### src/rtl/data_feed_writer.sv
// data_feed_writer
//   Producer side of the pipeline data buffer. An external valid/ready word
//   stream is written into a circular buffer of DEPTH words. The controller
//   reads the buffer in windows of WIN words. A window is freed only when the
//   controller asserts done_data, so a clr_addr rewind re-reads the current
//   window. A stream whose length is not a multiple of WIN is padded with
//   zero words up to the next window boundary.
//
// Ports
//   clk, rst_n        clock (rising edge); asynchronous active-low reset
//   start             begin accepting a stream (only honoured in IDLE)
//   in_valid/in_data  input word handshake; in_last marks the final word
//   in_ready          buffer accepts a word this cycle
//   read_spad         read next unread word; clr_addr rewinds to window base
//   done_data         release the current window (WIN words)
//   rd_data/rd_valid  read word, valid one cycle after read_spad
//   wait_data         no unread word is available
//   at_end_data       next word read is the last one of the window
//   valid_start_addr  the whole current window is resident
//   feed_done         one-cycle pulse: stream written and fully released
//   seq_err           sticky: done_data arrived with less than a window held

module data_feed_writer #(
  parameter int DATA_W = 8,
  parameter int DEPTH  = 16,
  parameter int ADDR_W = 4,
  parameter int WIN    = 4
) (
  input  logic              clk,
  input  logic              rst_n,
  input  logic              start,
  input  logic              in_valid,
  input  logic [DATA_W-1:0] in_data,
  input  logic              in_last,
  output logic              in_ready,
  input  logic              read_spad,
  input  logic              clr_addr,
  input  logic              done_data,
  output logic [DATA_W-1:0] rd_data,
  output logic              rd_valid,
  output logic              wait_data,
  output logic              at_end_data,
  output logic              valid_start_addr,
  output logic              feed_done,
  output logic              seq_err
);

  typedef enum logic [1:0] {
    IDLE  = 2'd0,
    LOAD  = 2'd1,
    PAD   = 2'd2,
    DRAIN = 2'd3
  } state_t;

  localparam logic [ADDR_W:0]   DEPTH_C  = (ADDR_W+1)'(DEPTH);
  localparam logic [ADDR_W:0]   WIN_O    = (ADDR_W+1)'(WIN);
  localparam logic [ADDR_W:0]   WIN_END  = (ADDR_W+1)'(WIN - 1);
  localparam logic [ADDR_W-1:0] WIN_A    = ADDR_W'(WIN);
  localparam logic [ADDR_W-1:0] WIN_MASK = ADDR_W'(WIN - 1);
  localparam logic [ADDR_W-1:0] ONE_A    = ADDR_W'(1);
  localparam logic [ADDR_W:0]   ONE_O    = (ADDR_W+1)'(1);

  state_t              state_r;
  state_t              state_s;
  logic [DATA_W-1:0]   mem_r [DEPTH];
  logic [ADDR_W-1:0]   wptr_r;
  logic [ADDR_W-1:0]   rptr_r;
  logic [ADDR_W-1:0]   base_r;
  // occ and read offset need one extra bit: both can reach DEPTH, which a
  // plain pointer difference could not tell apart from zero.
  logic [ADDR_W:0]     occ_r;
  logic [ADDR_W:0]     roff_r;
  logic [DATA_W-1:0]   rd_data_r;
  logic                rd_valid_r;
  logic                feed_done_r;
  logic                seq_err_r;

  logic                wr_en_s;
  logic [DATA_W-1:0]   wr_data_s;
  logic                drain_done_s;
  logic                aligned_s;
  logic                space_s;
  logic                rel_s;
  logic                err_s;
  logic                clr_s;
  logic                rd_en_s;

  // Status decode from registered state only
  always_comb begin
    space_s          = (occ_r < DEPTH_C);
    in_ready         = (state_r == LOAD) && space_s;
    wait_data        = (roff_r == occ_r);
    at_end_data      = (roff_r == WIN_END);
    valid_start_addr = (occ_r >= WIN_O);
    // Streams start on a window boundary, so the low bits of wptr track the
    // running word count modulo WIN.
    aligned_s        = (((wptr_r + ONE_A) & WIN_MASK) == {ADDR_W{1'b0}});
  end

  // Controller command priority: done_data, then clr_addr, then read_spad
  always_comb begin
    rel_s   = done_data && (occ_r >= WIN_O);
    err_s   = done_data && (occ_r < WIN_O);
    clr_s   = !done_data && clr_addr;
    rd_en_s = !done_data && !clr_addr && read_spad && !wait_data;
  end

  // Next-state and write-port control for the stream FSM
  always_comb begin
    state_s      = state_r;
    wr_en_s      = 1'b0;
    wr_data_s    = {DATA_W{1'b0}};
    drain_done_s = 1'b0;
    case (state_r)
      IDLE: begin
        if (start) begin
          state_s = LOAD;
        end else begin
          state_s = IDLE;
        end
      end
      LOAD: begin
        if (in_valid && in_ready) begin
          wr_en_s   = 1'b1;
          wr_data_s = in_data;
          if (in_last) begin
            if (aligned_s) begin
              state_s = DRAIN;
            end else begin
              state_s = PAD;
            end
          end else begin
            state_s = LOAD;
          end
        end else begin
          state_s = LOAD;
        end
      end
      PAD: begin
        if (space_s) begin
          wr_en_s   = 1'b1;
          wr_data_s = {DATA_W{1'b0}};
          if (aligned_s) begin
            state_s = DRAIN;
          end else begin
            state_s = PAD;
          end
        end else begin
          state_s = PAD;
        end
      end
      DRAIN: begin
        if (occ_r == {(ADDR_W+1){1'b0}}) begin
          drain_done_s = 1'b1;
          state_s      = IDLE;
        end else begin
          state_s = DRAIN;
        end
      end
      default: begin
        state_s = IDLE;
      end
    endcase
  end

  // FSM state register
  always_ff @(posedge clk or negedge rst_n) begin
    if (!rst_n) begin
      state_r <= IDLE;
    end else begin
      state_r <= state_s;
    end
  end

  // Buffer storage; contents are meaningless until written so it has no reset
  always_ff @(posedge clk) begin
    if (wr_en_s) begin
      mem_r[wptr_r] <= wr_data_s;
    end
  end

  // Write pointer and occupancy (write and release may coincide)
  always_ff @(posedge clk or negedge rst_n) begin
    if (!rst_n) begin
      wptr_r <= {ADDR_W{1'b0}};
      occ_r  <= {(ADDR_W+1){1'b0}};
    end else begin
      if (wr_en_s) begin
        wptr_r <= wptr_r + ONE_A;
      end
      occ_r <= occ_r + (wr_en_s ? ONE_O : {(ADDR_W+1){1'b0}})
                     - (rel_s ? WIN_O : {(ADDR_W+1){1'b0}});
    end
  end

  // Read side pointers: window base, read pointer and offset inside window
  always_ff @(posedge clk or negedge rst_n) begin
    if (!rst_n) begin
      base_r <= {ADDR_W{1'b0}};
      rptr_r <= {ADDR_W{1'b0}};
      roff_r <= {(ADDR_W+1){1'b0}};
    end else if (rel_s) begin
      base_r <= base_r + WIN_A;
      rptr_r <= base_r + WIN_A;
      roff_r <= {(ADDR_W+1){1'b0}};
    end else if (clr_s) begin
      rptr_r <= base_r;
      roff_r <= {(ADDR_W+1){1'b0}};
    end else if (rd_en_s) begin
      rptr_r <= rptr_r + ONE_A;
      roff_r <= roff_r + ONE_O;
    end
  end

  // Registered read data, feed_done pulse and sticky sequencing error
  always_ff @(posedge clk or negedge rst_n) begin
    if (!rst_n) begin
      rd_data_r   <= {DATA_W{1'b0}};
      rd_valid_r  <= 1'b0;
      feed_done_r <= 1'b0;
      seq_err_r   <= 1'b0;
    end else begin
      if (rd_en_s) begin
        rd_data_r <= mem_r[rptr_r];
      end
      rd_valid_r  <= rd_en_s;
      feed_done_r <= drain_done_s;
      if (err_s) begin
        seq_err_r <= 1'b1;
      end
    end
  end

  assign rd_data   = rd_data_r;
  assign rd_valid  = rd_valid_r;
  assign feed_done = feed_done_r;
  assign seq_err   = seq_err_r;

endmodule

### config.mk
export PLATFORM = sky130hd
export DESIGN_NAME = data_feed_writer
export DESIGN_NICKNAME = d
export VERILOG_FILES = /design/src/rtl/data_feed_writer.sv
export SDC_FILE = /design/constraint.sdc
export NUM_CORES = 1
export LEC_CHECK = 0
export ABC_AREA = 1
export CORE_ASPECT_RATIO = 0.8
export CORE_UTILIZATION = 45
export DETAILED_ROUTE_END_ITERATION = 12
export GPL_TIMING_DRIVEN = 0
export SLEW_MARGIN = 20
export SYNTH_ARGS = -nofsm -noshare
export SYNTH_HDL_FRONTEND = slang
export SYNTH_SLANG_ARGS = --single-unit
export TNS_END_PERCENT = 50
### constraint.sdc
create_clock -name clk -period 1.8 [get_ports clk]
set_input_delay 0.54 -clock clk [delete_from_list [all_inputs] [get_ports clk]]
set_output_delay 0.54 -clock clk [all_outputs]
set_load 0.03 [all_outputs]
# [Yosys cells after proc, flatten, opt, wreduce, memory -nomap -nowiden]
# Memories as Yosys holds them, arrays and structs flattened. A register that Yosys moved wholly into a read port is not among the register bits.
# Cells that the tools add are included.
[totals] register_bits=27 latch_bits=0 ram_bits=128 romBits=0 in_bits=16 output_inout_bits=15 wordCells=64 mem_count=1
[classes] add_sub_neg=6 n_mul=0 div_mod_pow=0 magnitude_cmp=3 eq_ne=5 shifts=0 mux=24 n_bitwise=0 n_reduce_logical=16
[mem_list] memory="mem_r" depth=16 width=8 rd=1 rd_ports_with_merged_regs=1 wr=1 line_no="65" source="logic [DATA_W-1:0] mem_r [DEPTH];"
[op_table] operator="8-bit 2-to-1 mux" n=2
[op_table] operator="5-bit 2-to-1 mux" n=3
[op_table] operator="4-bit 2-to-1 mux" n=3
[op_table] operator="1-bit 2-to-1 mux" n=9
[op_table] operator="4-bit by 1-bit adder with 4-bit output, second input constant" n=2
[op_table] operator="1-bit logical AND" n=8
[op_table] operator="2-bit 2-to-1 mux" n=4
[op_table] operator="2-bit case mux with 4 select lines" n=1
[op_table] operator="5-bit by 1-bit adder with 5-bit output" n=1
[op_table] operator="5-bit by 1-bit adder with 5-bit output, second input constant" n=1
[op_table] operator="5-bit by 2-bit equality test with 1-bit output, second input constant" n=1
[op_table] operator="5-bit equality test" n=1
[op_table] operator="5-bit by 3-bit greater-or-equal comparator with 1-bit output, second input constant" n=1
[op_table] operator="5-bit logical NOT" n=1
[op_table] operator="5-bit by 3-bit < comparator with 1-bit output, second input constant" n=1
[op_table] operator="5-bit < comparator, second input constant" n=1
[op_table] operator="5-bit by 3-bit subtractor with 5-bit output" n=1
[op_table] operator="4-bit by 3-bit adder with 4-bit output, second input constant" n=1
[op_table] operator="2-bit equality test, second input constant" n=2
[op_table] operator="1-bit logical NOT" n=4
[op_table] operator="4-bit logical NOT" n=1
[op_table] operator="3-bit 2-to-1 mux" n=1
[op_table] operator="3-bit nonzero test" n=1
[op_table] operator="2-bit by 1-bit equality test with 1-bit output, second input constant" n=1
[op_table] operator="other kinds (2)" n=2

# [Logic depth before layout (Yosys ltp)]
# Gate-level depths: netlist of run 1.
[depth] depth_word=8 ltp_mapped=12 ltp_nobuf=12

# [Worst setup path after synthesis of run 1]
# OpenSTA, ideal clock, no wires.
[synth_path] kind="register to register" start="reg occ_r[4]" end="reg occ_r[4]" setup_ns=0.128 t_arrival_ns=1.983 required_ns=1.672 setup_slack_ns=-0.310 path_stages_with_launch=10 n_path_buf=0 period_less_slack_ns=2.110 cell_sequence="dfrtp_1 > inv_2 > ha_1 > nand2_1 > nand2_1 > ha_1 > ha_1 > o21bai_1 > a21oi_1 > xor2_1"
[synth_via] elab_cells_between_ends=12 cone_classes="2 x add/sub; 2 x order compare; 5 x mux; 3 x reduce/logical"
[synth_lines] element="from (decl)" line_no="71" source="logic [ADDR_W:0] occ_r;"
[synth_lines] element="from (signal assigned)" line_no="186" source="occ_r <= {(ADDR_W+1){1'b0}};"
[synth_lines] element="from (signal assigned)" line_no="191" source="occ_r <= occ_r + (wr_en_s ? ONE_O : {(ADDR_W+1){1'b0}})"
[synth_lines] element="5-bit by 3-bit greater-or-equal comparator with 1-bit output"
[synth_lines] element="named net valid_start_addr" line_no="43" source="output logic valid_start_addr,"
[synth_lines] element="1-bit logical AND" line_no="102" source="rel_s = done_data && (occ_r >= WIN_O);"
[synth_lines] element="3-bit 2-to-1 mux" line_no="192" source="- (rel_s ? WIN_O : {(ADDR_W+1){1'b0}});"
[synth_lines] element="5-bit by 3-bit subtractor with 5-bit output" line_no="192"
# The timed path passes the listed nets, and every way through them passes these cells.
# A chain may end at the register's enable or synchronous reset.

# [Worst setup path in the final report of run 1]
[layout_path] start="reg occ_r[0]" end="out wait_data"
[layout_via] elab_chain_cells=1
[layout_rtl] element="5-bit equality test" line_no="92" source="wait_data = (roff_r == occ_r);"
[layout_rtl] element="to (decl)" line_no="41" source="output logic wait_data,"
# No other way between the ends.

==> flow_summary.toml, run 1 <==
[global_routing]
grt_pass1_wl_mm = 30.5
grt_overflow = 0
grt_pass1_vias = 5446
gr-usage-all-layers = 0.248
antenna_found_initial = 0
grt_max_degree = 26

[floorplanning]
die_y_um = 117
initial_core_util = 0.466
die_x_um = 146
core_area_mm2 = 0.0160
die_area_mm2 = 0.0171
ios = 31
core.rowCount = 41

[clock_tree]
clkSinkCount = 161
cts_tree = "yes"
clock_latency_ps = 430
clock_tree.root_cell = "clkbuf_16"
clkTransAtPathRegs_ps = 60
cts_made_buffers = 17
htreeDepth = 4
cts_buffer_depth = 2

[place]
gp_congestion = 0.888
place_area_mm2 = 0.00809
place_ws_ps = -1180
numPortBuffers = 30
place_hpwl_mm = 13.1
dp_cells = 1022

[sta]
worst_slew_pin_slew_ps = 562
setup_tns_ps = -670
fin_skew_ps = 6.73
hold_viol = 0
slew_headroom = 0.624
rsz0062_at_grt = "yes"
fmax_mhz = 501
fin_crit_ps = 2000
setup_viol = 6
hold_slack_ps = 483
drv_slew = 0
final.period_utilization = 1.11
setup_slack_ps = -197

[synth]
synth-async-reset-ratio = 0.205
synth_area_leaders = "edfxtp_1 52%, nand2_1 12%, dfrtp_1 11%"
mappedNetlistArea_mm2 = 0.00746
synthMostInstantiatedCell = "nand2_1"
synthDistinctLibCells = 29
postSynthCellCount = 776
synth_top_cell_by_area = "edfxtp_1"
synth_edf_count = 128
syn_nets = 810
synth_seq_cells = 161
synth_commonest_cells = "245 x nand2_1, 133 x inv_1, 128 x edfxtp_1"
synth-seq-area-share = 0.626
synth_area_per_cell_um2 = 9.61
yosys_warnings = 0
synth_top_area_share = 0.515
synthFlopType = "edfxtp_1"

[setup_path]
start_kind = "flip-flop"
crit_type = "reg2out"
required_ps = 1260
worstPathMaxFanout = 3
cp-end-kind = "primary output"
r2r_setup_slack_ps = -80
critPathArrivalTime_ps = 1460

[power_and_ir_drop]
ir_drop_mv = 1.12
powerDensity_mw_per_mm2 = 1480
fin_total_pwr_mw = 14.1
p_leak_nw = 4.23

[layout]
nets = 895
final_util = 0.598
area_growth_pct = 28.3
final_cell_area_mm2 = 0.00957
diodes = 0
final_cell_count_no_fill = 1089
drive_above_1_share = 0.193

[run_status]
violations = "negative setup slack"
status = "finished with violations"

[detailed_routing]
drc = 0
route.met2.wl_mm = 9.06
ant_nets = 0
routed_wl_mm = 19.8
firstDrtPassIters = 5
vias = 5523
route.met3.wl_mm = 1.47
drt_iter0_drc = 482
m1WireLength_mm = 8.96
avgRoutedWirePerCell_um = 18.2
via_per_inst = 5.07
top_layer_used = "met4"

[min_path]
hold_class = "reg2reg"

[job]
cap_violations = 0
per-layer routing:
layer	vias up	track usage
met4	0	0.0975
met2	186	0.389
met1	2666	0.346
met3	24	0.0457
li1	2647	-
met5	-	0
cell families after synthesis:
kind of cell,synth area share
flip-flops,0.626
AND/OR/NAND/NOR,0.230
XOR/XNOR,0.0117
buffers and inverters,0.0916
adder cells (fa/ha/maj),0.0302
AO/OA/AOI/OAI,0.0102
power breakdown:
part           total [mW]  internal, mW  switching [mW]
sequential           4.83          4.54           0.293
clock                3.80          2.32            1.49
combinational        5.51          2.00            3.51
layout make-up:
cell class / instances / area [um2]
multi-input cells: 447 / 2550
clock inverters: 14 / 188
inverters: 140 / 543
flip-flops and latches: 161 / 4670
fillers: 1336 / 6440
well taps: 215 / 269
repair buffers: 66 / 711
plain buffers: 28 / 205
clock buffers: 18 / 429
flip-flops by register name, summed over array words and instances, names as in the netlist:
register   count
mem_r        128
rd_data        8
occ_r          5
roff_r         5
rptr_r         4
wptr_r         4
base_r         2
state_r        2
feed_done      1
rd_valid       1
seq_err        1
timing repair:
action                     in CTS  in global routing
pin swaps                      20                 22
hold endpoints to repair        8                  0
gates resized for setup       136                 35
setup endpoints to repair     283                170
buffers inserted               32                  2
cloned                          0                  0
hold buffers                    1                  0
cell usage in the layout (no fill, tap or decap), types with 11 or more instances in the layout:
cell type and instances:
nand2_1 237, edfxtp_1 128, inv_1 124, nand3_1 111, dfrtp_1 29, nor2_4 26, buf_4 23, buf_6 19
clkbuf_16 17, clkdlybuf4s50_1 14, dlygate4sd2_1 11
worst max-delay path: stages, from the launching register on:
cell     delay [ps]
dfrtp_1         450
xor2_1          190
nor2_2          120
nand3_2          80
inv_2            70
buf_6           120
worst paths after layout:
| path | to | cells past startpoint | from |
|---|---|---|---|
| max | wait_data | 5 | occ_r[0]$_DFF_PN0_ |
| min | rd_data[1]$_DFFE_PN0P_ | 2 | rd_data[1]$_DFFE_PN0P_ |
| max reg2reg | occ_r[3]$_DFF_PN0_ | 9 | occ_r[4]$_DFF_PN0_ |
| min reg2reg | rd_data[1]$_DFFE_PN0P_ | 2 | rd_data[1]$_DFFE_PN0P_ |
| max in group asynchronous | occ_r[1]$_DFF_PN0_ | 3 | rst_n |
| min in group asynchronous | rd_data[6]$_DFFE_PN0P_ | 2 | rst_n |
No activity file was read; power rests on OpenSTA's default activity.
==> inputs of run 2 (changes only) <==
Settings changed: SKIP_CTS_REPAIR_TIMING set to 1.
==> run 2 against run 1 <==
The run still ends with negative setup slack left. Final area decreased by 1.5%. Utilization down 0.90 points. Via count fell by 1.2%. Register-to-register slack worse by 30 ps. Sequential share of layout area up 0.76 points. Sequential power rose by 1%.
==> flow_summary.toml, run 2 (synthesized netlist as in run 1, its figures left out) <==
[sta]
setup_viol = 102
rsz0062_at_grt = "yes"
setup_slack_ps = -186
slew_headroom = 0.623
drv_slew = 0
fin_skew_ps = 4.79
worst_slew_pin_slew_ps = 564
final.period_utilization = 1.10
hold_viol = 0
hold_slack_ps = 480
fmax_mhz = 504
fin_crit_ps = 1990

[setup_path]
cp_num_buf_inv = 2
cp-end-kind = "primary output"
worstPathMaxFanout = 5
r2r-end = "mem_r[8][4]$_DFFE_PP_"
crit_path_top_delay_cell = "dfrtp_2"
critPathMaxStageDelay_ps = 470
r2r_setup_slack_ps = -110
start_kind = "flip-flop"
required_ps = 1260
critPathArrivalTime_ps = 1450
cp_top_family = "flip-flops"
worstPathCellList = "xor2_1 > nor2_2 > nand3_2 > inv_2 > buf_6"
r2r-start = "state_r[0]$_DFF_PN0_"
r2r_cells = 9
crit_type = "reg2out"

[floorplanning]
core_area_mm2 = 0.0160
core.rowCount = 41
die_y_um = 117
ios = 31
initial_core_util = 0.466
die_area_mm2 = 0.0171
die_x_um = 146

[layout]
area_growth_pct = 26.3
final_cell_mix = "236 x nand2_1, 128 x edfxtp_1, 124 x inv_1"
diodes = 0
drive_above_1_share = 0.180
final_common_cell = "nand2_1"
num-fill-cells = 1349
largest_reg_flops = 128
final_cell_count_no_fill = 1080
final_util = 0.589
nets = 886
top_register = "mem_r"

[detailed_routing]
drt_iter0_drc = 400
avgRoutedWirePerCell_um = 17.9
firstDrtPassIters = 5
ant_nets = 0
drc = 0
via_per_inst = 5.05
vias = 5458
routed_wl_mm = 19.3

[place]
place_hpwl_mm = 13.1
gp_congestion = 0.888
numPortBuffers = 30
dp_cells = 1022

[global_routing]
grt_pass1_wl_mm = 29.0
groute.layer.met3.usage = 0.0508
grt_overflow = 0
grt-busiest-layer = "met2"
grt_use_met2 = 0.359
grt_pass1_vias = 5149
gr-usage-all-layers = 0.236
antenna_found_initial = 0
grt_max_degree = 26
grt_use_met1 = 0.337

[min_path]
whs_path_depth = 2
min_to = "rd_data[6]$_DFFE_PN0P_"
hold_start = "rd_data[6]$_DFFE_PN0P_"
hold_class = "reg2reg"

[power_and_ir_drop]
swShare = 0.374
seqPwrFrac = 0.346
p_int_mw = 8.83
fin_total_pwr_mw = 14.1
powerDensity_mw_per_mm2 = 1500
pwr-share-clk = 0.269
ir_drop_mv = 0.994
p_sw_mw = 5.27
p_comb_frac = 0.384
p_leak_nw = 4.26

[clock_tree]
cts_tree = "yes"
clkTransAtPathRegs_ps = 60
cts_buffer_depth = 2
clock_tree.root_cell = "clkbuf_16"
cts_made_buffers = 17
clkSinkCount = 161
clock_latency_ps = 430
htreeDepth = 4

[run_status]
violations = "negative setup slack"
status = "finished with violations"

[job]
cap_violations = 0
==> run 2: cell types whose count changed in the layout (fill, tap and decap cells not counted), sizes merged <==
cell,change
dlygate4sd2,-11
dlymetal6s2s,+11
buf,-9
==> run 2: worst max path at each step <==
stage	to	cells after the start	slack (ps)	start
final	wait_data	5	-190	roff_r[0]$_DFFE_PN0P_
after global routing	wait_data	5	-270	roff_r[0]$_DFFE_PN0P_
after CTS	at_end_data	4	-850	roff_r[0]$_DFFE_PN0P_
after detailed placement	mem_r[2][7]$_DFFE_PP_	7	-1180	in_valid
after global placement	mem_r[2][7]$_DFFE_PP_	7	-1080	in_valid
after floorplan	mem_r[10][0]$_DFFE_PP_	8	-140	state_r[1]$_DFF_PN0_
==> run 2: tightest hold or removal path: cells and delay by family (launching register included) <==
family           cells  cell delay [ps]
and+or+nand+nor      2              110
DFF                  1              340
==> run 2: cell type report <==
type                            instances  area [um2]  share of cell area
Sequential cell                       161        4680               0.496
Multi-Input combinational cell        447        2500               0.265
Clock inverter                         14         188              0.0199
Inverter                              140         538              0.0571
Timing Repair Buffer                   57         633              0.0672
Buffer                                 28         193              0.0205
Tap cell                              215         269              0.0286
Clock buffer                           18         429              0.0456
==> run 2: power groups by stage <==
stage | clock network, mW | registers (mW) | logic (mW)
floorplan | 0 | 5.03 | 2.59
global placement | 0 | 4.88 | 4.18
detailed placement | 0 | 4.90 | 4.25
CTS | 3.85 | 4.83 | 4.27
global route | 3.98 | 4.93 | 5.93
finish | 3.80 | 4.88 | 5.42
==> run 2: per-stage QoR <==
| step | TNS, ps | instance area (um2) | setup WS, ps |
|---|---|---|---|
| detailed placement | -227790 | 8090 | -1180 |
| CTS | -139120 | 8700 | -847 |
| floorplan | -17510 | 7490 | -141 |
| global placement | -256440 | 8060 | -1080 |
| finish | -5950 | 9420 | -186 |
| global route | -14020 | 9420 | -266 |
==> run 2: per-layer routing <==
layer / vias up / share of wire
met5: - / 0
met4: 0 / 0.016
met3: 24 / 0.061
met2: 174 / 0.45
met1: 2628 / 0.47
li1: 2632 / -
